[config.mk]
export PLATFORM = sky130hd
export DESIGN_NAME = pkt_fwd_mc
export DESIGN_NICKNAME = d
export VERILOG_FILES = /design/src/rtl/pkt_fwd_mc_pkg.sv /design/src/rtl/pkt_chan_fifo.sv /design/src/rtl/pkt_fwd_mc.sv
export SDC_FILE = /design/constraint.sdc
export NUM_CORES = 1
export LEC_CHECK = 0
export ABC_AREA = 1
export CORE_ASPECT_RATIO = 0.7
export CORE_MARGIN = 2
export CORE_UTILIZATION = 58
export CTS_BUF_LIST = sky130_fd_sc_hd__clkbuf_4
export CTS_CLUSTER_SIZE = 8
export DETAILED_ROUTE_END_ITERATION = 8
export HOLD_SLACK_MARGIN = 0.15
export PLACE_DENSITY = 0.77
export SLEW_MARGIN = 30
export SYNTH_ARGS = -nofsm -noshare
export SYNTH_HDL_FRONTEND = slang
export SYNTH_SLANG_ARGS = --single-unit
[constraint.sdc]
create_clock -name clk -period 3.5 [get_ports clk]
set_input_delay 0.525 -clock clk [delete_from_list [all_inputs] [get_ports clk]]
set_output_delay 0.525 -clock clk [all_outputs]
set_load 0.02 [all_outputs]
[src/rtl/pkt_fwd_mc_pkg.sv]
// Shared definitions for the multi-channel packet forwarder:
// CPU register map, arbiter state encoding and the FIFO entry layout.
package pkt_fwd_mc_pkg;

    localparam int REG_CTRL        = 'h00;
    localparam int REG_STATUS      = 'h01;
    localparam int REG_PRIO        = 'h02;
    localparam int REG_RX_PKT_BASE = 'h10;
    localparam int REG_DROP_BASE   = 'h20;

    // Entry payload width; the forwarder's DATA_W must match this value.
    localparam int PKT_DATA_W = 8;

    typedef enum logic [1:0] {
        ARB_IDLE = 2'd0,
        ARB_SEND = 2'd1,
        ARB_GAP  = 2'd2
    } arb_state_t;

    typedef struct packed {
        logic                  last;
        logic [PKT_DATA_W-1:0] data;
    } fifo_entry_t;

endpackage

[src/rtl/pkt_chan_fifo.sv]
// Per-channel receive framer and packet FIFO.
// A one-word hold register delays each word by a cycle so the final word can
// be tagged last when rx_vld falls. Writes advance a tentative pointer that is
// copied to the committed pointer only when the last word lands; an overflow
// rolls the tentative pointer back and discards the rest of the packet.
// The read side only ever sees committed (complete) packets.
module pkt_chan_fifo
    import pkt_fwd_mc_pkg::*;
#(
    parameter int DATA_W     = 8,
    parameter int FIFO_DEPTH = 16
) (
    input  logic              clk,
    input  logic              rst,
    input  logic              en_i,
    input  logic [DATA_W-1:0] rx_data_i,
    input  logic              rx_vld_i,
    input  logic              pop_i,
    output fifo_entry_t       rd_entry_o,
    output logic              pkt_avail_o,
    output logic              rx_pkt_o,
    output logic              drop_o
);

    localparam int AW = $clog2(FIFO_DEPTH);
    localparam int PW = AW + 1;

    fifo_entry_t       mem_q [FIFO_DEPTH];
    logic [PW-1:0]     wr_ptr_q, wr_ptr_d;
    logic [PW-1:0]     cmt_ptr_q, cmt_ptr_d;
    logic [PW-1:0]     rd_ptr_q, rd_ptr_d;
    logic [PW-1:0]     pkt_cnt_q, pkt_cnt_d;
    logic              prev_vld_q;
    logic              accept_q, accept_d;
    logic [DATA_W-1:0] hold_q, hold_d;

    logic              push;
    fifo_entry_t       push_entry;
    logic              full;
    logic              pop_ok;
    logic              start;
    logic              pkt_end;

    assign full        = (wr_ptr_q - rd_ptr_q) == PW'(FIFO_DEPTH);
    assign pop_ok      = pop_i && (cmt_ptr_q != rd_ptr_q);
    assign start       = rx_vld_i && !prev_vld_q;
    assign pkt_end     = !rx_vld_i && prev_vld_q;
    assign rd_entry_o  = mem_q[rd_ptr_q[AW-1:0]];
    assign pkt_avail_o = (pkt_cnt_q != '0);

    // Framing, tentative write / commit / rollback and read pointer update.
    always_comb begin
        wr_ptr_d   = wr_ptr_q;
        cmt_ptr_d  = cmt_ptr_q;
        rd_ptr_d   = rd_ptr_q;
        accept_d   = accept_q;
        hold_d     = hold_q;
        push       = 1'b0;
        push_entry = '0;
        rx_pkt_o   = 1'b0;
        drop_o     = 1'b0;

        if (start) begin
            accept_d = en_i;
            hold_d   = rx_data_i;
        end else if (rx_vld_i && accept_q) begin
            if (full) begin
                wr_ptr_d = cmt_ptr_q;
                accept_d = 1'b0;
                drop_o   = 1'b1;
            end else begin
                push            = 1'b1;
                push_entry.last = 1'b0;
                push_entry.data = hold_q;
                wr_ptr_d        = wr_ptr_q + PW'(1);
                hold_d          = rx_data_i;
            end
        end else if (pkt_end && accept_q) begin
            accept_d = 1'b0;
            if (full) begin
                wr_ptr_d = cmt_ptr_q;
                drop_o   = 1'b1;
            end else begin
                push            = 1'b1;
                push_entry.last = 1'b1;
                push_entry.data = hold_q;
                wr_ptr_d        = wr_ptr_q + PW'(1);
                cmt_ptr_d       = wr_ptr_q + PW'(1);
                rx_pkt_o        = 1'b1;
            end
        end

        if (pop_ok) begin
            rd_ptr_d = rd_ptr_q + PW'(1);
        end

        pkt_cnt_d = pkt_cnt_q + PW'(rx_pkt_o) - PW'(pop_ok && rd_entry_o.last);
    end

    // Storage array; contents need no reset since pointers gate every read.
    always_ff @(posedge clk) begin
        if (push) begin
            mem_q[wr_ptr_q[AW-1:0]] <= push_entry;
        end
    end

    // Pointer, framing and packet-count registers.
    always_ff @(posedge clk) begin
        if (rst) begin
            wr_ptr_q   <= '0;
            cmt_ptr_q  <= '0;
            rd_ptr_q   <= '0;
            pkt_cnt_q  <= '0;
            prev_vld_q <= 1'b0;
            accept_q   <= 1'b0;
            hold_q     <= '0;
        end else begin
            wr_ptr_q   <= wr_ptr_d;
            cmt_ptr_q  <= cmt_ptr_d;
            rd_ptr_q   <= rd_ptr_d;
            pkt_cnt_q  <= pkt_cnt_d;
            prev_vld_q <= rx_vld_i;
            accept_q   <= accept_d;
            hold_q     <= hold_d;
        end
    end

endmodule

[src/rtl/pkt_fwd_mc.sv]
// Multi-channel packet forwarder: NUM_CH framed receive FIFOs, an arbiter
// sending one complete packet at a time to the tx port, and a CPU register
// file (channel enables, status, per-channel packet and drop counters).
// Optional build macro PKT_FWD_MC_PRIO_EN adds the PRIO register (strict
// lowest-index priority instead of round-robin when set).
//
// Arbiter states:
//   state    | meaning
//   ARB_IDLE | pick a ready channel; pop and present its first word
//   ARB_SEND | pop one word per cycle until the last-tagged word
//   ARB_GAP  | one idle tx cycle between packets
module pkt_fwd_mc
    import pkt_fwd_mc_pkg::*;
#(
    parameter int DATA_W     = 8,
    parameter int NUM_CH     = 4,
    parameter int FIFO_DEPTH = 16,
    parameter int ADDR_W     = 8,
    parameter int CPU_W      = 16
) (
    input  logic                       clk,
    input  logic                       rst,
    input  logic                       sel,
    input  logic [ADDR_W-1:0]          addr,
    input  logic                       rw,
    input  logic [CPU_W-1:0]           din,
    output logic [CPU_W-1:0]           dout,
    input  logic [NUM_CH*DATA_W-1:0]   rxd,
    input  logic [NUM_CH-1:0]          rx_vld,
    output logic [DATA_W-1:0]          txd,
    output logic                       tx_vld,
    output logic [$clog2(NUM_CH)-1:0]  tx_ch
);

    localparam int CH_W = $clog2(NUM_CH);

    fifo_entry_t       rd_entry [NUM_CH];
    logic [NUM_CH-1:0] avail;
    logic [NUM_CH-1:0] rx_pkt;
    logic [NUM_CH-1:0] drop;
    logic [NUM_CH-1:0] pop;

    logic [NUM_CH-1:0] ch_en_q;
    logic [CPU_W-1:0]  rx_cnt_q [NUM_CH];
    logic [CPU_W-1:0]  rx_cnt_d [NUM_CH];
    logic [CPU_W-1:0]  drop_cnt_q [NUM_CH];
    logic [CPU_W-1:0]  drop_cnt_d [NUM_CH];
    logic [CPU_W-1:0]  dout_q, rdata_d;

    arb_state_t        state_q, state_d;
    logic [CH_W-1:0]   grant_q, grant_d;
    logic [CH_W-1:0]   rr_q, rr_d;
    logic [CH_W-1:0]   pick;
    logic [DATA_W-1:0] txd_q, txd_d;
    logic              tx_vld_q, tx_vld_d;
    logic [CH_W-1:0]   tx_ch_q, tx_ch_d;

    logic              wr_en;
    logic              rd_en;
    logic              unused_din;

`ifdef PKT_FWD_MC_PRIO_EN
    logic              prio_q;
`endif

    assign wr_en      = sel && rw;
    assign rd_en      = sel && !rw;
    assign unused_din = ^din[CPU_W-1:NUM_CH];

    assign dout   = dout_q;
    assign txd    = txd_q;
    assign tx_vld = tx_vld_q;
    assign tx_ch  = tx_ch_q;

    for (genvar c = 0; c < NUM_CH; c++) begin : g_ch
        pkt_chan_fifo #(
            .DATA_W     (DATA_W),
            .FIFO_DEPTH (FIFO_DEPTH)
        ) u_fifo (
            .clk         (clk),
            .rst         (rst),
            .en_i        (ch_en_q[c]),
            .rx_data_i   (rxd[c*DATA_W +: DATA_W]),
            .rx_vld_i    (rx_vld[c]),
            .pop_i       (pop[c]),
            .rd_entry_o  (rd_entry[c]),
            .pkt_avail_o (avail[c]),
            .rx_pkt_o    (rx_pkt[c]),
            .drop_o      (drop[c])
        );
    end

    // Channel selection: round-robin from rr_q, or lowest ready index in
    // priority mode.
    always_comb begin
        logic          found;
        logic [CH_W-1:0] idx;
        pick  = rr_q;
        found = 1'b0;
        idx   = '0;
        for (int i = 0; i < NUM_CH; i++) begin
            idx = CH_W'((int'(rr_q) + i) % NUM_CH);
            if (!found && avail[idx]) begin
                found = 1'b1;
                pick  = idx;
            end
        end
`ifdef PKT_FWD_MC_PRIO_EN
        if (prio_q) begin
            for (int i = NUM_CH - 1; i >= 0; i--) begin
                if (avail[CH_W'(i)]) begin
                    pick = CH_W'(i);
                end
            end
        end
`endif
    end

    // Arbiter next-state, FIFO pop and registered tx outputs.
    always_comb begin
        state_d  = state_q;
        grant_d  = grant_q;
        rr_d     = rr_q;
        txd_d    = txd_q;
        tx_vld_d = 1'b0;
        tx_ch_d  = tx_ch_q;
        pop      = '0;

        case (state_q)
            ARB_IDLE: begin
                if (|avail) begin
                    pop[pick] = 1'b1;
                    grant_d   = pick;
                    rr_d      = (int'(pick) == NUM_CH - 1) ? '0 : pick + CH_W'(1);
                    txd_d     = rd_entry[pick].data;
                    tx_vld_d  = 1'b1;
                    tx_ch_d   = pick;
                    state_d   = rd_entry[pick].last ? ARB_GAP : ARB_SEND;
                end
            end
            ARB_SEND: begin
                pop[grant_q] = 1'b1;
                txd_d        = rd_entry[grant_q].data;
                tx_vld_d     = 1'b1;
                tx_ch_d      = grant_q;
                if (rd_entry[grant_q].last) begin
                    state_d = ARB_GAP;
                end
            end
            ARB_GAP: begin
                state_d = ARB_IDLE;
            end
            default: begin
                state_d = ARB_IDLE;
            end
        endcase
    end

    // Arbiter and tx registers.
    always_ff @(posedge clk) begin
        if (rst) begin
            state_q  <= ARB_IDLE;
            grant_q  <= '0;
            rr_q     <= '0;
            txd_q    <= '0;
            tx_vld_q <= 1'b0;
            tx_ch_q  <= '0;
        end else begin
            state_q  <= state_d;
            grant_q  <= grant_d;
            rr_q     <= rr_d;
            txd_q    <= txd_d;
            tx_vld_q <= tx_vld_d;
            tx_ch_q  <= tx_ch_d;
        end
    end

    // Saturating counters; a CPU write clears and wins over an increment.
    always_comb begin
        for (int c = 0; c < NUM_CH; c++) begin
            rx_cnt_d[c]   = rx_cnt_q[c];
            drop_cnt_d[c] = drop_cnt_q[c];
            if (wr_en && addr == ADDR_W'(REG_RX_PKT_BASE + c)) begin
                rx_cnt_d[c] = '0;
            end else if (rx_pkt[c] && !(&rx_cnt_q[c])) begin
                rx_cnt_d[c] = rx_cnt_q[c] + CPU_W'(1);
            end
            if (wr_en && addr == ADDR_W'(REG_DROP_BASE + c)) begin
                drop_cnt_d[c] = '0;
            end else if (drop[c] && !(&drop_cnt_q[c])) begin
                drop_cnt_d[c] = drop_cnt_q[c] + CPU_W'(1);
            end
        end
    end

    // Read mux; unmapped addresses return zero.
    always_comb begin
        rdata_d = '0;
        if (addr == ADDR_W'(REG_CTRL)) begin
            rdata_d[NUM_CH-1:0] = ch_en_q;
        end else if (addr == ADDR_W'(REG_STATUS)) begin
            rdata_d[NUM_CH-1:0] = avail;
        end
`ifdef PKT_FWD_MC_PRIO_EN
        if (addr == ADDR_W'(REG_PRIO)) begin
            rdata_d[0] = prio_q;
        end
`endif
        for (int c = 0; c < NUM_CH; c++) begin
            if (addr == ADDR_W'(REG_RX_PKT_BASE + c)) begin
                rdata_d = rx_cnt_q[c];
            end
            if (addr == ADDR_W'(REG_DROP_BASE + c)) begin
                rdata_d = drop_cnt_q[c];
            end
        end
    end

    // Register file state: enables, counters and held read data.
    always_ff @(posedge clk) begin
        if (rst) begin
            ch_en_q <= '0;
            dout_q  <= '0;
            for (int c = 0; c < NUM_CH; c++) begin
                rx_cnt_q[c]   <= '0;
                drop_cnt_q[c] <= '0;
            end
        end else begin
            if (wr_en && addr == ADDR_W'(REG_CTRL)) begin
                ch_en_q <= din[NUM_CH-1:0];
            end
            if (rd_en) begin
                dout_q <= rdata_d;
            end
            rx_cnt_q   <= rx_cnt_d;
            drop_cnt_q <= drop_cnt_d;
        end
    end

`ifdef PKT_FWD_MC_PRIO_EN
    // Arbitration mode bit.
    always_ff @(posedge clk) begin
        if (rst) begin
            prio_q <= 1'b0;
        end else if (wr_en && addr == ADDR_W'(REG_PRIO)) begin
            prio_q <= din[0];
        end
    end
`endif

endmodule

==> flow_summary.toml <==
[critical_path]
worstSetupStartpointType = "flop"
required_ps = 4490
cp-end-kind = "flop"
timing.rr.start = "g_ch[0].u_fifo.pkt_cnt_q[2]"
critPathKind = "flop to flop"
crit_start = "g_ch[0].u_fifo.pkt_cnt_q[2]"
critical_path_peak_fanout = 5
reg2reg_depth = 24
worstPathArrival_ps = 4460
timing.rr.end = "g_ch[3].u_fifo.pkt_cnt_q[4]"
setup.reg_to_reg.worst_slack_ps = 30

[sta]
rsz0062_at_grt = "yes"
relSlewSlack = 0.300
fin_worst_skew_ps = 68.5
period_needed_ps = 3470
setup_slack_ps = 25.1
setup_violations = 0
tightest_slew_ps = 1050
drv_slew = 0
hold_viol_final = 0
min_period_over_period = 0.993
fmax_ghz = 0.288
whs_ps = 211

[layout]
final_cell_mix = "nand2_1 (635), edfxtp_1 (576), nor2_1 (518)"
num-nets-final = 4752
drive_above_1_share = 0.146
final_util = 0.676
area_delta_synth_final_pct = 14.9
final_common_cell = "nand2_1"

[logic_synthesis]
synth_top_area_share = 0.430
synth_cell_types = 56
avgSynthCellArea_sq_um = 9.34
synth_area_leaders = "edfxtp_1 (43%), dfxtp_1 (15%), nand2_1 (6.1%)"
yosys_warnings = 0
async_flop_share = 0
ys.flop_type = "edfxtp_1"
synth-seq-area-share = 0.580
syn-cell-area_sq_um = 40200
synth_cells = 4303
yosysTopAreaCell = "edfxtp_1"
synth_nets = 4440
ys_ff_latch = 877
synth_edf_count = 576

[global_route]
grt_max_degree = 97
grt_pass1_vias = 30200
antenna_found_initial = 4
grt_use_total = 0.290
overflow = 0
grt_pass1_wl_um = 163000

[pwr]
switchingPower_w = 0.00435
p_leak_nw = 16.5
intPower_w = 0.0153
peakVddDrop_mv = 0.308
clkPwrFrac = 0.430
pwr-share-comb = 0.015
seqPwrFrac = 0.555
power_w = 0.0197
swShare = 0.221
p_per_area_nw_per_um2 = 426

[clock_network]
cts_tree = "done"
root_buffer = "clkbuf_4"
clk_pin_slew_ps = 80
clockBufferDepth = 3
numCtsBuffers = 200
cts.sinks = 877
clk_latency_ps = 1120
cts_max_level = 4

[routing]
drc = 0
dr.pass1.iters = 5
ant_nets = 0
vias_per_cell = 5.71
wl_per_cell_um = 18.4
drt_iter0_markers = 4222
vias = 32500
routed_wl_um = 105000

[die]
io_pins = 91
initial_core_util = 0.588
row_count = 80
fp.coreArea_sq_um = 68400
die_y_um = 224
die_w_um = 319
dieArea_sq_um = 71500

[placement]
place_ws_ps = -139
portBuffers = 78
dpl.hpwl_um = 70100
place_congestion = 0.929

[hold_path]
min_to = "g_ch[0].u_fifo.hold_q[2]"
whs_path_depth = 3
hold_class = "input port to flop"
min_from = "rxd[2]"

[job]
drv_cap = 0

[outcome]
status = "finished, final reports clean"
## worst max-delay path by stage
| stage | to | slack [ps] | cells past startpoint |
|---|---|---|---|
| 2_1_floorplan | g_ch[3].u_fifo.pkt_cnt_q[4] | 4 | 26 |
| 4_1_cts | g_ch[2].u_fifo.pkt_cnt_q[4] | 3 | 27 |
| 5_1_grt | g_ch[3].u_fifo.pkt_cnt_q[4] | -130 | 27 |
| 6_report | g_ch[3].u_fifo.pkt_cnt_q[4] | 30 | 24 |
| 3_5_place_dp | g_ch[2].u_fifo.pkt_cnt_q[4] | -140 | 25 |
| 3_3_place_gp | g_ch[3].u_fifo.pkt_cnt_q[4] | -40 | 26 |
## power by group through the flow
stage / registers (W) / logic [W] / clock network [W]
floorplan: 0.0112 / 0.000126 / 0
global placement: 0.0112 / 0.000241 / 0
detailed placement: 0.0112 / 0.000248 / 0
CTS: 0.0109 / 0.000285 / 0.00857
global route: 0.0109 / 0.000318 / 0.00912
finish: 0.0109 / 0.000294 / 0.00846
## Yosys cell counts, types with 58 or more instances
library cell	n
nand3_1	240
o21ai_0	402
edfxtp_1	576
nor3_1	95
o221ai_1	58
ha_1	69
a21oi_1	285
o211ai_1	99
nor2_1	567
dfxtp_1	301
xor2_1	69
inv_1	448
nand2_1	654
clkbuf_1	129
## metrics by stage
step | instance area, sq um | cells | TNS, ps
6_report | 46200 | 5694 | 0
5_1_grt | 46200 | 5689 | -381
4_1_cts | 45700 | 5669 | 0
3_5_place_dp | 42600 | 5259 | -316
3_3_place_gp | 42600 | 5259 | -38.6
2_1_floorplan | 40200 | 4303 | 0
## worst max-delay path, cell delays in order, from the launching register on
cell	delay (ps)
dfxtp_2	330
inv_2	70
ha_4	130
inv_2	40
nor2_4	140
nand3_4	100
nand2_2	100
nand2_1	60
nand2_2	170
nand4_1	200
nand2_4	140
ha_4	130
nand2_1	50
nand2_1	70
nand2_2	70
a21oi_2	160
ha_1	260
inv_1	60
ha_2	180
inv_2	40
fa_2	390
nor3_2	140
a211oi_2	70
o21ai_1	190
a21oi_2	50
## routing by layer
metal	track usage	up-vias	share of wire
met3	0.0741	215	0.10
met4	0.0942	2	0.023
met5	0	-	0.000086
met1	0.430	15200	0.45
li1	-	15500	-
met2	0.418	1518	0.42
## layout make-up
class / instances / area, sq um
clock inverters: 57 / 355
clock buffers: 311 / 2330
flip-flops and latches: 877 / 23300
well taps: 902 / 1130
inverters: 473 / 1780
multi-input cells: 2777 / 14800
repair buffers: 286 / 2470
diodes: 11 / 27.5
fillers: 5227 / 22100
## what timing repair did
action                                  CTS  global route
pin swaps                                 4            45
setup buffers                             3            14
resized for setup                        13            91
hold endpoints to repair                 62             0
endpoints found under the setup margin    5           226
hold buffers                             39             0
## cells by family after synthesis
| logic type | synth area share |
|---|---|
| and+or+nand+nor | 0.175 |
| AOI/OAI and AO/OA | 0.131 |
| DFF | 0.580 |
| buffers and inverters | 0.0629 |
| xor gates and xnor gates | 0.0231 |
| adders and majority gates | 0.0235 |
| muxes | 0.00498 |
## flip-flops by register name (all words and copies together), names as in the netlist, named ones only
| name | count |
|---|---|
| txd | 8 |
| drop_cnt_q | 64 |
| state_q | 2 |
| tx_ch | 2 |
| g_ch.u_fifo.cmt_ptr_q | 20 |
| g_ch.u_fifo.hold_q | 32 |
| g_ch.u_fifo.pkt_cnt_q | 20 |
| g_ch.u_fifo.mem_q | 576 |
| ch_en_q | 4 |
| grant_q | 2 |
| tx_vld | 1 |
| g_ch.u_fifo.wr_ptr_q | 20 |
| rx_cnt_q | 64 |
| dout | 16 |
| g_ch.u_fifo.rd_ptr_q | 20 |
| g_ch.u_fifo.prev_vld_q | 4 |
| rr_q | 2 |
| g_ch.u_fifo.accept_q | 4 |
(Power assumes the default switching activity.)
